`config.mk`:
```
export PLATFORM = sky130hd
export DESIGN_NAME = traffic_safety_monitor_flat
export DESIGN_NICKNAME = d
export VERILOG_FILES = /design/src/rtl/traffic_pkg.sv /design/src/rtl/traffic_safety_monitor_if.sv /design/src/rtl/traffic_yellow_timer.sv /design/src/rtl/traffic_safety_monitor.sv /design/src/flat_wrapper.sv
export SDC_FILE = /design/constraint.sdc
export NUM_CORES = 1
export LEC_CHECK = 0
export CAP_MARGIN = 20
export CORE_MARGIN = 4
export CORE_UTILIZATION = 52
export CTS_BUF_LIST = sky130_fd_sc_hd__clkbuf_8
export DETAILED_ROUTE_END_ITERATION = 6
export PLACE_DENSITY = 0.87
export SYNTH_ARGS = -nofsm -noshare
export SYNTH_HDL_FRONTEND = slang
export SYNTH_SLANG_ARGS = --single-unit
```
`constraint.sdc`:
```
create_clock -name clock -period 4.9 [get_ports clock]
set_input_delay 1.225 -clock clock [delete_from_list [all_inputs] [get_ports clock]]
set_output_delay 1.225 -clock clock [all_outputs]
set_load 0.01 [all_outputs]
```
`src/rtl/traffic_pkg.sv`:
```
// Shared definitions for the traffic safety monitor.
//   - Light encoding constants (one-hot red/yellow/green plus dark).
//   - Fault code constants, ordered by priority (lowest code wins).
//   - FSM state type and light classification helpers.
package traffic_pkg;

    localparam logic [2:0] LIGHT_RED    = 3'b100;
    localparam logic [2:0] LIGHT_YELLOW = 3'b010;
    localparam logic [2:0] LIGHT_GREEN  = 3'b001;
    localparam logic [2:0] LIGHT_OFF    = 3'b000;

    localparam logic [2:0] FAULT_NONE           = 3'd0;
    localparam logic [2:0] FAULT_CONFLICT       = 3'd1;
    localparam logic [2:0] FAULT_ENCODING       = 3'd2;
    localparam logic [2:0] FAULT_SKIPPED_YELLOW = 3'd3;
    localparam logic [2:0] FAULT_SHORT_YELLOW   = 3'd4;
    localparam logic [2:0] FAULT_SEQUENCE       = 3'd5;

    typedef enum logic {StNormal, StFault} state_e;

    // True only for the three legal one-hot colours.
    function automatic logic is_one_hot(input logic [2:0] light);
        return (light == LIGHT_RED) || (light == LIGHT_YELLOW) || (light == LIGHT_GREEN);
    endfunction

    // Approach is letting traffic move (green or yellow).
    function automatic logic is_go(input logic [2:0] light);
        return (light == LIGHT_GREEN) || (light == LIGHT_YELLOW);
    endfunction

endpackage

```
`src/rtl/traffic_safety_monitor_if.sv`:
```
// Bundle between the light controller and the safety monitor.
//   master : controller side, drives the four light vectors, observes lamps/fault.
//   slave  : monitor side, consumes light vectors, drives lamps, fault, fault_code.
interface traffic_safety_monitor_if;
    logic [2:0] north_light;
    logic [2:0] south_light;
    logic [2:0] east_light;
    logic [2:0] west_light;
    logic [2:0] north_lamp;
    logic [2:0] south_lamp;
    logic [2:0] east_lamp;
    logic [2:0] west_lamp;
    logic       fault;
    logic [2:0] fault_code;

    modport master (
        output north_light, south_light, east_light, west_light,
        input  north_lamp, south_lamp, east_lamp, west_lamp, fault, fault_code
    );

    modport slave (
        input  north_light, south_light, east_light, west_light,
        output north_lamp, south_lamp, east_lamp, west_lamp, fault, fault_code
    );
endinterface

```
`src/rtl/traffic_yellow_timer.sv`:
```
// Per-approach colour-sequence checker (built only with TRAFFIC_MONITOR_YELLOW_CHECK_EN).
// Ports:
//   clock, reset : clock and synchronous active-high reset
//   enable       : advance history (held while the monitor is faulted)
//   light        : current controller colour for this approach
//   skipped      : green -> red this cycle
//   short_yellow : yellow -> red after fewer than MIN_YELLOW yellow cycles
//   sequence_err : red -> yellow or yellow -> green this cycle
module traffic_yellow_timer
    import traffic_pkg::*;
#(
    parameter int unsigned MIN_YELLOW = 3
) (
    input  logic       clock,
    input  logic       reset,
    input  logic       enable,
    input  logic [2:0] light,
    output logic       skipped,
    output logic       short_yellow,
    output logic       sequence_err
);
    localparam int unsigned CW = $clog2(MIN_YELLOW + 1);

    logic [2:0]    prev_q;
    logic [CW-1:0] ycnt_q;
    logic [CW-1:0] ycnt_d;

    // Counter holds the number of consecutive yellow cycles seen so far,
    // so at the yellow->red cycle it equals the full yellow duration.
    always_comb begin
        ycnt_d = '0;
        if (light == LIGHT_YELLOW) begin
            if (prev_q != LIGHT_YELLOW) begin
                ycnt_d = CW'(1);
            end else if (ycnt_q < CW'(MIN_YELLOW)) begin
                ycnt_d = ycnt_q + CW'(1);
            end else begin
                ycnt_d = ycnt_q;
            end
        end
    end

    always_ff @(posedge clock) begin
        if (reset) begin
            prev_q <= LIGHT_RED;
            ycnt_q <= '0;
        end else if (enable) begin
            prev_q <= light;
            ycnt_q <= ycnt_d;
        end
    end

    assign skipped      = (prev_q == LIGHT_GREEN) && (light == LIGHT_RED);
    assign short_yellow = (prev_q == LIGHT_YELLOW) && (light == LIGHT_RED)
                          && (ycnt_q < CW'(MIN_YELLOW));
    assign sequence_err = ((prev_q == LIGHT_RED) && (light == LIGHT_YELLOW))
                          || ((prev_q == LIGHT_YELLOW) && (light == LIGHT_GREEN));
endmodule

```
`src/rtl/traffic_safety_monitor.sv`:
```
// Last sequential stage before the lamp drivers. Re-drives controller lights through
// one register; on any unsafe/malformed pattern latches a fault code and flashes all
// lamps red until reset.
// Ports:
//   clock, reset : clock and synchronous active-high reset
//   bus          : traffic_safety_monitor_if.slave (lights in; lamps, fault, fault_code out)
// Configuration macro: TRAFFIC_MONITOR_YELLOW_CHECK_EN enables the skipped-yellow,
// short-yellow and sequence checks (codes 3-5); otherwise only conflict and encoding.
module traffic_safety_monitor
    import traffic_pkg::*;
#(
    parameter int unsigned MIN_YELLOW = 3,
    parameter int unsigned FLASH_HALF = 8
) (
    input logic                   clock,
    input logic                   reset,
    traffic_safety_monitor_if.slave bus
);
    localparam int unsigned FW = (FLASH_HALF > 1) ? $clog2(FLASH_HALF) : 1;

    if (MIN_YELLOW < 1 || FLASH_HALF < 1) begin : g_param_check
        $error("MIN_YELLOW and FLASH_HALF must be at least 1");
    end

    logic [2:0] light [4];
    logic [2:0] lamp_q [4];
    state_e     state_q;
    logic       fault_q;
    logic [2:0] code_q;
    logic [FW-1:0] flash_cnt_q;
    logic       flash_on_q;
    logic [2:0] viol_code;

    // Index order: north, south (axis A), east, west (axis B).
    assign light[0] = bus.north_light;
    assign light[1] = bus.south_light;
    assign light[2] = bus.east_light;
    assign light[3] = bus.west_light;

    logic [3:0] skipped;
    logic [3:0] short_yellow;
    logic [3:0] sequence_err;

`ifdef TRAFFIC_MONITOR_YELLOW_CHECK_EN
    for (genvar i = 0; i < 4; i++) begin : g_timer
        traffic_yellow_timer #(
            .MIN_YELLOW (MIN_YELLOW)
        ) u_timer (
            .clock        (clock),
            .reset        (reset),
            .enable       (state_q == StNormal),
            .light        (light[i]),
            .skipped      (skipped[i]),
            .short_yellow (short_yellow[i]),
            .sequence_err (sequence_err[i])
        );
    end
`else
    assign skipped      = '0;
    assign short_yellow = '0;
    assign sequence_err = '0;
`endif

    // Priority encode: lowest code wins when several checks fire together.
    always_comb begin
        viol_code = FAULT_NONE;
        if ((is_go(light[0]) || is_go(light[1])) && (is_go(light[2]) || is_go(light[3]))) begin
            viol_code = FAULT_CONFLICT;
        end else if (!(is_one_hot(light[0]) && is_one_hot(light[1])
                       && is_one_hot(light[2]) && is_one_hot(light[3]))) begin
            viol_code = FAULT_ENCODING;
        end else if (|skipped) begin
            viol_code = FAULT_SKIPPED_YELLOW;
        end else if (|short_yellow) begin
            viol_code = FAULT_SHORT_YELLOW;
        end else if (|sequence_err) begin
            viol_code = FAULT_SEQUENCE;
        end
    end

    always_ff @(posedge clock) begin
        if (reset) begin
            state_q     <= StNormal;
            fault_q     <= 1'b0;
            code_q      <= FAULT_NONE;
            flash_cnt_q <= '0;
            flash_on_q  <= 1'b1;
            for (int i = 0; i < 4; i++) lamp_q[i] <= LIGHT_RED;
        end else begin
            unique case (state_q)
                StNormal: begin
                    if (viol_code != FAULT_NONE) begin
                        // Violating pattern is never driven: lamps go straight to red.
                        state_q     <= StFault;
                        fault_q     <= 1'b1;
                        code_q      <= viol_code;
                        flash_cnt_q <= '0;
                        flash_on_q  <= 1'b1;
                        for (int i = 0; i < 4; i++) lamp_q[i] <= LIGHT_RED;
                    end else begin
                        for (int i = 0; i < 4; i++) lamp_q[i] <= light[i];
                    end
                end
                StFault: begin
                    if (flash_cnt_q == FW'(FLASH_HALF - 1)) begin
                        flash_cnt_q <= '0;
                        flash_on_q  <= !flash_on_q;
                        for (int i = 0; i < 4; i++) begin
                            lamp_q[i] <= flash_on_q ? LIGHT_OFF : LIGHT_RED;
                        end
                    end else begin
                        flash_cnt_q <= flash_cnt_q + FW'(1);
                    end
                end
                default: state_q <= StNormal;
            endcase
        end
    end

    assign bus.north_lamp = lamp_q[0];
    assign bus.south_lamp = lamp_q[1];
    assign bus.east_lamp  = lamp_q[2];
    assign bus.west_lamp  = lamp_q[3];
    assign bus.fault      = fault_q;
    assign bus.fault_code = code_q;
endmodule

```
`src/flat_wrapper.sv`:
```
// flat-port wrapper written by rule: the top's interface ports become plain ports
module traffic_safety_monitor_flat import traffic_pkg::*;
#(
    parameter int unsigned MIN_YELLOW = 3,
    parameter int unsigned FLASH_HALF = 8
)
  (clock, reset, bus_north_light, bus_south_light, bus_east_light, bus_west_light, bus_north_lamp, bus_south_lamp, bus_east_lamp, bus_west_lamp, bus_fault, bus_fault_code);
  traffic_safety_monitor_if bus_i ();
  input logic clock;
  input logic reset;
  input wire logic [$bits(bus_i.north_light)-1:0] bus_north_light;
  input wire logic [$bits(bus_i.south_light)-1:0] bus_south_light;
  input wire logic [$bits(bus_i.east_light)-1:0] bus_east_light;
  input wire logic [$bits(bus_i.west_light)-1:0] bus_west_light;
  output wire logic [$bits(bus_i.north_lamp)-1:0] bus_north_lamp;
  output wire logic [$bits(bus_i.south_lamp)-1:0] bus_south_lamp;
  output wire logic [$bits(bus_i.east_lamp)-1:0] bus_east_lamp;
  output wire logic [$bits(bus_i.west_lamp)-1:0] bus_west_lamp;
  output wire logic [$bits(bus_i.fault)-1:0] bus_fault;
  output wire logic [$bits(bus_i.fault_code)-1:0] bus_fault_code;
  assign bus_i.north_light = bus_north_light;
  assign bus_i.south_light = bus_south_light;
  assign bus_i.east_light = bus_east_light;
  assign bus_i.west_light = bus_west_light;
  assign bus_north_lamp = bus_i.north_lamp;
  assign bus_south_lamp = bus_i.south_lamp;
  assign bus_east_lamp = bus_i.east_lamp;
  assign bus_west_lamp = bus_i.west_lamp;
  assign bus_fault = bus_i.fault;
  assign bus_fault_code = bus_i.fault_code;
  traffic_safety_monitor #(.MIN_YELLOW(MIN_YELLOW), .FLASH_HALF(FLASH_HALF)) u_core (.clock(clock), .reset(reset), .bus(bus_i));
endmodule
```
==> results of run 1 <==
-- per-layer routing --
metal / part of all wire, % / global-route usage, % / up-vias
met2: 49 / 30.3 / 36
met4: 1.6 / 8.94 / 0
li1: - / - / 429
met5: 0 / 0 / -
met1: 42 / 22.0 / 377
met3: 7.7 / 3.42 / 6
-- per-stage QoR --
step	instances	utilization, %	cell area, sq um	hold slack, ns
floorplan	100	-	1020	0.463
global placement	148	72.1	1280	0.451
detailed placement	148	72.1	1280	0.457
CTS	152	75.2	1340	0.470
global route	152	75.2	1340	0.499
finish	152	75.2	1340	0.467
-- worst min-delay path by stage --
stage,end,startpoint,slack [ns],depth (start not counted)
6_report,u_core.lamp_q[0][1],u_core.lamp_q[0][1],0.47,1
5_1_grt,u_core.lamp_q[2][0],u_core.lamp_q[2][0],0.50,1
4_1_cts,u_core.lamp_q[0][1],u_core.lamp_q[0][1],0.47,1
3_5_place_dp,u_core.lamp_q[2][1],u_core.lamp_q[2][1],0.46,1
3_3_place_gp,u_core.lamp_q[0][1],u_core.lamp_q[0][1],0.45,1
2_1_floorplan,u_core.flash_on_q,u_core.flash_on_q,0.46,2
-- power by group --
part | internal [mW] | switching (mW) | leakage (nW)
sequential | 0.176 | 0.00271 | 0.170
combinational | 0.0286 | 0.0306 | 0.294
clock | 0.0714 | 0.0503 | 0.0288
-- cells in the final DEF, fill, tap and decap left out, types with 2 or more instances in the layout --
cell type        Yosys  layout
clkdlybuf4s50_1      0      28
inv_1               12      12
or3_2                4       4
o21a_1               2       2
clkbuf_8             0       4
a22oi_1              2       2
edfxtp_1             6       6
o22ai_1              2       2
a21oi_1              4       4
nor2_1               5       5
a32o_1               7       7
xnor2_1              4       4
ha_1                 2       2
dfxtp_1             14      14
o22a_1               2       2
o21ai_0              6       6
and3_1               2       2
a31oi_1              6       6
-- Yosys cell counts --
cell type and n:
a31o_2 1, ha_1 2, a21oi_1 4, clkbuf_1 1, nand4_1 1, o22a_1 2, and3_1 2, a32o_1 7
o31a_2 1, a2111oi_4 1, nand2_1 1, dlygate4sd1_1 1, o21a_1 2, xnor2_1 4, nand4_2 1, dfxtp_1 14
or2_2 1, nand2b_1 1, a31oi_1 6, nor2_1 5, edfxtp_1 6, inv_1 12, o22ai_1 2, a22oi_1 2
buf_6 2, buf_4 1, xor2_1 1, or3_2 4, o311ai_1 1, conb_1 1, nand3_1 1, nor3b_1 1
or3_1 1, nand3b_1 1, o21ai_0 6
-- cell families (layout without fill, tap and decap cells) --
logic type / Yosys count / in the layout / synth area share [%]
AOI/OAI and AO/OA: 35 / 35 / 26.8
DFF: 20 / 20 / 45.3
and+or+nand+nor: 20 / 20 / 12.1
buffers and inverters: 17 / 44 / 8.62
xor gates and xnor gates: 5 / 5 / 4.31
adders and majority gates: 2 / 2 / 2.46
other: 1 / 1 / 0.369
-- area by class of cell --
class	count	area, sq um
Clock buffer	4	55.1
Fill cell	122	443
Inverter	12	45.0
Multi-Input combinational cell	63	468
Sequential cell	20	460
Tap cell	25	31.3
Timing Repair Buffer	28	280
-- sequential cells by signal (all words and copies together) (netlist names) --
register / cells
u_core.bus.fault: 1
u_core.bus.fault_code: 2
u_core.flash_cnt_q: 3
u_core.flash_on_q: 1
u_core.lamp_q: 12
u_core.state_q: 1
==> summary.txt, run 1 <==
Timing
  • Fin crit share: 65.5%
  • Fin crit period: 3.21 ns
  • Pins Over Slew Limit: 0
  • Slew headroom: between 30% and 40%
  • F_max: about 0.31 GHz
  • Setup Skew: 0.00516 ns
  • Final Hold Vio Count: 0
  • Final setup viols: 0
  • Setup ws final: 1.69 ns
  • RSZ-0062 raised after global routing: no
  • Worst-Margin Slew: a little over 0.9 ns
  • Post-route setup TNS: 0 ns

Worst setup path
  • Worst reg2reg path depth: 4
  • Crit path cell chain: clkdlybuf4s50_1 -> xnor2_1 -> o22ai_1 -> a2111oi_4 -> a31oi_1
  • Crit end category: register
  • RR Endpoint: u_core.lamp_q[3][2]
  • Crit start category: input port
  • R2r setup slk: 3.11 ns
  • Setup Crit Path Kind: in2reg
  • Slowest cell on crit path: a2111oi_4
  • Crit path to: u_core.lamp_q[3][2]
  • Cell count along the critical path: 5
  • Worst Path Buf+Inv: 1
  • Crit path max-delay family: compound AO/OA/AOI/OAI gates
  • Critical Path AT: 3.18 ns
  • Critical-path maximum fanout: 16
  • Critical R2R Launch: u_core.flash_cnt_q[0]
  • CP required: a little under 5 ns
  • Crit path from: bus_north_light[0]
  • Crit path largest cell delay: 0.83 ns

Synthesis
  • Cell area after synthesis: 1020 sq um
  • Synth warn: 0
  • Sequential share of the synthesized area: 45.3%
  • Netlist cell types: 35
  • #FFs+latches synth: 20
  • Yosys top cell area share: between 20% and 30%
  • Post-synthesis cell count: 100
  • Synth Net Count: 116
  • Mean area per synthesized cell: 10.2 sq um
  • Yosys top cell by area: dfxtp_1
  • Top post-synthesis cells by area: dfxtp_1 (28%), edfxtp_1 (18%), a32o_1 (6.9%)

Clock network
  • Post_cts resized: 0
  • Setup bufs post-CTS: 0
  • Worst-skew pair later-pin latency: between 0.2 and 0.3 ns
  • Max Buffers Root-to-Sink: 2
  • Clock slew at reported path FFs: 0.07 ns
  • CTS Root Cell: clkbuf_8
  • Hold_buf cts: 0
  • CTS Sinks: 20
  • Cts bufs inserted: 3
  • # H-tree levels: 1
  • CTS tree: yes

Layout
  • Area growth syn-to-layout: 31.9%
  • Fraction of layout cells with a size suffix above 1: 10.2%
  • Antenna fix cells: 0
  • Nets: 144

Drt
  • WL final: roughly 2100 um
  • Iter 0 DRT Violations: 20
  • TritonRoute pass-1 iters: 4
  • Total number of vias: around 850
  • Routed Antenna Nets: 0
  • DRC errors left: 0
  • Via-to-Cell Ratio: 5.58
  • Avg WL per Cell: between 10 and 15 um

Floorplan
  • Core area: 1780 sq um
  • Chip Height: 52.2 um
  • Ports: 30
  • Starting density of the core: 57.0%
  • Full die area: 2720 sq um
  • Die width: 52.2 um
  • Row count: 15

Status
  • Status: finished, final reports clean

GRT
  • Largest net degree at the start of global routing: 17
  • Grt total ovfl: 0
  • First-pass GRT wire length: 3670 um
  • Vias in the first global route: 862
  • Gr usage total: 18.1%
  • Initial antenna violation count: 0

Placement
  • Detailed placer's ending HPWL: 1620 um
  • Gp weighted congestion: 0.800
  • Port Buffer Count: 28
  • Place WS: 1.39 ns

Power
  • Pwr Total: about 360 uW
  • Maximum vdd ir drop: about 0.18 mV
  • Pwr dens: approximately 270 nW/um^2
  • LEAKAGE: 0.492 nW

Min path
  • Worst hold path type: reg2reg

Flow run
  • # Max-Cap Violations: 0
No activity file was read; power rests on OpenSTA's default activity.
==> run 2: changes to the inputs <==
--- a/config.mk
+++ b/config.mk
@@ -7,10 +7,10 @@
 export LEC_CHECK = 0
 export CAP_MARGIN = 20
 export CORE_MARGIN = 4
-export CORE_UTILIZATION = 52
+export CORE_UTILIZATION = 48
 export CTS_BUF_LIST = sky130_fd_sc_hd__clkbuf_8
 export DETAILED_ROUTE_END_ITERATION = 6
-export PLACE_DENSITY = 0.87
+export PLACE_DENSITY = 0.81
 export SYNTH_ARGS = -nofsm -noshare
 export SYNTH_HDL_FRONTEND = slang
 export SYNTH_SLANG_ARGS = --single-unit
==> constraint.sdc (replaced) <==
create_clock -name clock -period 3.15 [get_ports clock]
set_input_delay 0.7875 -clock clock [delete_from_list [all_inputs] [get_ports clock]]
set_output_delay 0.7875 -clock clock [all_outputs]
set_load 0.01 [all_outputs]
==> run 2 against run 1 <==
Compared with the run above: via count grew 6.4%; sequential share of layout area decreased by 0.57 points; cell count grew 3.9%; register-to-register slack lost 1.4 ns; combinational power rose by 63%; setup slack got worse by 1.0 ns; flip-flop and latch count unchanged; final area grew 1.7%; critical path depth is 1 higher; sequential power rose by 56%; clock-buffer cell count fell by 1; critical endpoint is now u_core.lamp_q[0][2].
==> summary.txt, run 2 (synthesized netlist as in run 1, its figures left out) <==
Status
  • Status: finished, final reports clean

Worst setup path
  • Setup Crit Path Kind: in2reg
  • Crit end category: register
  • Critical-path maximum fanout: 9
  • Slowest cell on crit path: clkdlybuf4s50_1
  • Crit start category: input port
  • CP required: about 3.2 ns
  • Crit path largest cell delay: 0.57 ns
  • Crit path cell chain: clkdlybuf4s50_1 -> xnor2_1 -> o22ai_1 -> a2111oi_4 -> buf_4 -> a31oi_1
  • Critical Path AT: 2.46 ns
  • Worst Path Buf+Inv: 2
  • R2r setup slk: approximately 1.7 ns
  • Crit path max-delay family: buffers and inverters

Power
  • Internal: 407 uW
  • Pwr dens: 398 nW/um^2
  • LEAKAGE: roughly 0.51 nW
  • Sw Share: 25.0%
  • Maximum vdd ir drop: 0.337 mV
  • Sequential share of power: roughly 51%
  • Total net switching power: 136 uW
  • Clock share of power: 31.1%
  • Combinational power share: 17.8%

Floorplan
  • Chip Height: 54.0 um
  • Starting density of the core: 51.3%
  • Core area: 1980 sq um
  • Die width: 54.0 um
  • Ports: 30
  • Row count: 16
  • Full die area: roughly 3000 sq um

Clock network
  • CTS tree: yes
  • Max Buffers Root-to-Sink: 2
  • CTS Root Cell: clkbuf_8
  • # H-tree levels: 1
  • Hold_buf cts: 0
  • Post_cts resized: 0
  • Worst-skew pair later-pin latency: ~0.26 ns
  • Cts bufs inserted: 3
  • CTS Sinks: 20
  • Clock slew at reported path FFs: 0.07 ns
  • Setup bufs post-CTS: 0

Layout
  • Max reg flops: 12
  • Fraction of layout cells with a size suffix above 1: about an eighth
  • Layout Cells excl Fill: 158
  • Sequential cell area: about 460 sq um
  • Fin util: 68.8%
  • Nets: around 150
  • Area growth syn-to-layout: 34.1%
  • Antenna fix cells: 0
  • Biggest register: u_core.lamp_q
  • # fillers: 133
  • Leading cell type in the layout, fill and taps excluded: clkdlybuf4s50_1
  • Commonest non-fill, non-tap cells in the layout: clkdlybuf4s50_1 (28), dfxtp_1 (14), inv_1 (12)
  • Multi-input gate area: 468 sq um

Min path
  • Worst hold path type: reg2reg

GRT
  • Largest net degree at the start of global routing: 17
  • First-pass GRT wire length: 3720 um
  • Vias in the first global route: ~900
  • Initial antenna violation count: 0
  • Gr usage total: approximately 18%
  • Grt total ovfl: 0

Flow run
  • # Max-Cap Violations: 0

Placement
  • Gp weighted congestion: 0.788
  • Port Buffer Count: 28
  • Place WS: 0.468 ns
  • Detailed placer's ending HPWL: 1680 um
  • Placed instance count: 154

Timing
  • Final Hold Vio Count: 0
  • Post-route setup TNS: 0 ns
  • Setup ws final: approximately 0.7 ns
  • Fin crit share: 78.1%
  • Pins Over Slew Limit: 0
  • F_max: 0.407 GHz
  • RSZ-0062 raised after global routing: no
  • Final setup viols: 0
  • Setup Skew: 0.00547 ns
  • Fin crit period: between 2 and 2.5 ns

Drt
  • Via-to-Cell Ratio: 5.71
  • Routed Antenna Nets: 0
  • Iter 0 DRT Violations: 23
  • TritonRoute pass-1 iters: 4
  • Avg WL per Cell: 14.2 um
  • Total number of vias: 902
  • WL final: 2240 um
  • DRC errors left: 0
## run 2: worst register-to-register path, stage by stage (launching register included)
cell and delay [ns]:
dfxtp_1 0.37, ha_1 0.17, ha_1 0.20, nor2_1 0.08
buf_4 0.17, inv_1 0.09, nor2_1 0.04, a31o_2 0.21
## run 2: power groups by stage
| stage | Sequential [mW] | Clock, mW | Combinational [mW] |
|---|---|---|---|
| after global routing | 0.278 | 0.179 | 0.105 |
| after floorplan | 0.286 | 0 | 0.0483 |
| after global placement | 0.283 | 0 | 0.0933 |
| final | 0.277 | 0.168 | 0.0966 |
| after CTS | 0.277 | 0.167 | 0.0964 |
| after detailed placement | 0.283 | 0 | 0.0951 |
## run 2: worst paths after layout
check                              from               endpoint  cells past startpoint
setup reg to reg  u_core.flash_cnt_q[0]  u_core.flash_cnt_q[0]                      7
hold / removal      u_core.lamp_q[0][1]    u_core.lamp_q[0][1]                      1
setup / recovery     bus_south_light[0]    u_core.lamp_q[0][2]                      6
hold reg to reg     u_core.lamp_q[0][1]    u_core.lamp_q[0][1]                      1
## run 2: area by class of cell
type / count / area share (%)
clock buffers: 3 / 3.03
clock inverters: 1 / 0.275
inverters: 12 / 3.31
multi-input cells: 63 / 34.3
flip-flops and latches: 20 / 33.8
well taps: 27 / 2.48
repair buffers: 32 / 22.8
## run 2: stage by stage
stage	hold slack, ns	power (mW)	instance area, sq um
after detailed placement	0.460	0.378	1320
after global placement	0.449	0.376	1320
final	0.468	0.542	1360
after global routing	0.489	0.562	1360
after CTS	0.472	0.541	1360
after floorplan	0.463	0.334	1020
## run 2: routing by layer
layer / share of wire, % / wire length (um) / GRT usage (%) / vias to the layer above
li1: - / - / - / 435
met1: 45 / 1010 / 20.9 / 428
met2: 47 / 1050 / 29.2 / 35
met3: 6.9 / 155 / 4.99 / 4
met4: 1.2 / 27 / 8.30 / 0
met5: 0 / 0 / 0 / -
==> run 3: changes to the inputs <==
==> constraint.sdc (replaced) <==
create_clock -name clock -period 2.5 [get_ports clock]
set_input_delay 0.625 -clock clock [delete_from_list [all_inputs] [get_ports clock]]
set_output_delay 0.625 -clock clock [all_outputs]
set_load 0.01 [all_outputs]
==> run 3 against run 2 <==
Compared with the run above: sequential share of layout area down 1.1 points; sequential power up 26%; clock-buffer cell count unchanged; die area unchanged; via count down 0.44%; final area up 3.3%; critical path type unchanged; first-iteration DRC count down 43%; critical endpoint unchanged; register-to-register slack worse by 0.68 ns; critical path depth unchanged; routed wire length up 2.1%; highest routed layer unchanged.
==> summary.txt, run 3 (synthesized netlist as in run 1, its figures left out) <==
Drt
  • Via-to-Cell Ratio: 5.48
  • WL final: roughly 2300 um
  • DRC errors left: 0
  • Iter 0 DRT Violations: 13
  • Total number of vias: 898
  • Avg WL per Cell: between 10 and 15 um
  • Routed Antenna Nets: 0
  • TritonRoute pass-1 iters: 4

Layout
  • Max reg flops: 12
  • Commonest non-fill, non-tap cells in the layout: clkdlybuf4s50_1 (28), dfxtp_1 (14), inv_1 (13)
  • Multi-input gate area: 468 sq um
  • Leading cell type in the layout, fill and taps excluded: clkdlybuf4s50_1
  • # fillers: 149
  • Area growth syn-to-layout: 38.5%
  • Antenna fix cells: 0
  • Fraction of layout cells with a size suffix above 1: 16.1%
  • Nets: 154
  • Sequential cell area: ~460 sq um
  • Biggest register: u_core.lamp_q
  • Design area: 1410 sq um

Placement
  • Place WS: -0.0218 ns
  • Detailed placer's ending HPWL: 1820 um
  • Gp weighted congestion: 0.803
  • Placed instance area: between 1000 and 1500 sq um
  • Port Buffer Count: 28

Clock network
  • Cts bufs inserted: 3
  • CTS Sinks: 20
  • Hold_buf cts: 0
  • CTS tree: yes
  • Worst-skew pair later-pin latency: 0.25 ns
  • Clock slew at reported path FFs: 0.07 ns
  • # H-tree levels: 1
  • Post_cts resized: 0
  • CTS Root Cell: clkbuf_8
  • Max Buffers Root-to-Sink: 2
  • Setup bufs post-CTS: 0

Power
  • Maximum vdd ir drop: 0.319 mV
  • Pwr Total: just under 700 uW
  • LEAKAGE: about 0.54 nW
  • Pwr dens: 491 nW/um^2

Flow run
  • # Max-Cap Violations: 0

Worst setup path
  • Worst Path Buf+Inv: 2
  • R2r setup slk: 1.03 ns
  • Crit path from: bus_east_light[1]
  • Crit start category: input port
  • Critical Path AT: roughly 2.3 ns
  • RR Endpoint: u_core.lamp_q[2][1]
  • Crit path max-delay family: buffers and inverters
  • Crit path largest cell delay: around 0.48 ns
  • CP required: 2.50 ns
  • Crit end category: register
  • Setup Crit Path Kind: in2reg
  • Critical-path maximum fanout: 10
  • Critical R2R Launch: u_core.flash_cnt_q[0]
  • Crit path cell chain: clkdlybuf4s50_1 -> xnor2_1 -> o22ai_1 -> a2111oi_4 -> buf_4 -> a31oi_1
  • Cell count along the critical path: 6
  • Slowest cell on crit path: clkdlybuf4s50_1
  • Worst reg2reg path depth: 5

Timing
  • RSZ-0062 raised after global routing: no
  • Fin crit share: 90.7%
  • Setup Skew: 0.00244 ns
  • Final Hold Vio Count: 0
  • Setup ws final: 0.233 ns
  • Fin crit period: 2.27 ns
  • Post-route setup TNS: 0 ns
  • F_max: between 0.4 and 0.5 GHz
  • Final setup viols: 0
  • Pins Over Slew Limit: 0

Floorplan
  • Full die area: slightly below 3000 sq um
  • Core area: 1980 sq um
  • Chip Height: approximately 54 um
  • Starting density of the core: 51.3%
  • Ports: 30
  • Row count: 16
  • Die width: 54.0 um

Min path
  • Hold Path End: u_core.lamp_q[0][0]
  • Min-Delay Path Depth: 1
  • Worst hold start: u_core.lamp_q[0][0]
  • Worst hold path type: reg2reg

GRT
  • Gr usage total: 18.3%
  • Grt total ovfl: 0
  • Initial antenna violation count: 0
  • Largest net degree at the start of global routing: 12
  • Vias in the first global route: around 850
  • First-pass GRT wire length: 3820 um

Status
  • Status: finished, final reports clean
[run 3: where the power goes]
part	switching (mW)	leakage (nW)	total, mW	internal [mW]
logic	0.0641	0.344	0.131	0.0673
registers	0.00531	0.170	0.349	0.344
clock network	0.101	0.0269	0.210	0.109
total	0.170	0.541	0.690	0.520
[run 3: final cells by class]
| class | count | area share [%] |
|---|---|---|
| Clock inverter | 1 | 0.267 |
| Tap cell | 27 | 2.40 |
| Multi-Input combinational cell | 63 | 33.2 |
| Sequential cell | 20 | 32.7 |
| Timing Repair Buffer | 38 | 25.2 |
| Clock buffer | 3 | 2.93 |
| Inverter | 12 | 3.20 |
[run 3: through the flow]
step,hold slack (ns),instances,util [%]
2_1_floorplan,0.463,100,-
3_3_place_gp,0.449,160,68.8
3_5_place_dp,0.458,160,68.8
4_1_cts,0.474,164,71.0
5_1_grt,0.492,164,71.0
6_report,0.467,164,71.0
[run 3: worst register-to-register path, stage by stage, from the launching register on]
cell and delay (ns):
dfxtp_1 0.34, ha_1 0.22, ha_1 0.22, nor2_1 0.29, buf_4 0.22, a32o_1 0.12
[run 3: layer usage]
| layer | GRT usage [%] | vias to the layer above | share of wire [%] |
|---|---|---|---|
| met3 | 2.77 | 4 | 6.0 |
| met4 | 7.47 | 0 | 1.5 |
| met1 | 22.5 | 412 | 43 |
| met2 | 31.7 | 35 | 50 |
| li1 | - | 447 | - |
| met5 | 0 | - | 0 |
[run 3: worst max-delay path by stage]
stage                          end  slack (ns)
2_1_floorplan  u_core.lamp_q[0][2]        0.52
3_3_place_gp   u_core.lamp_q[1][2]        0.04
3_5_place_dp   u_core.lamp_q[0][2]       -0.02
4_1_cts        u_core.lamp_q[2][2]        0.24
5_1_grt        u_core.lamp_q[0][2]        0.09
6_report       u_core.lamp_q[0][2]        0.23
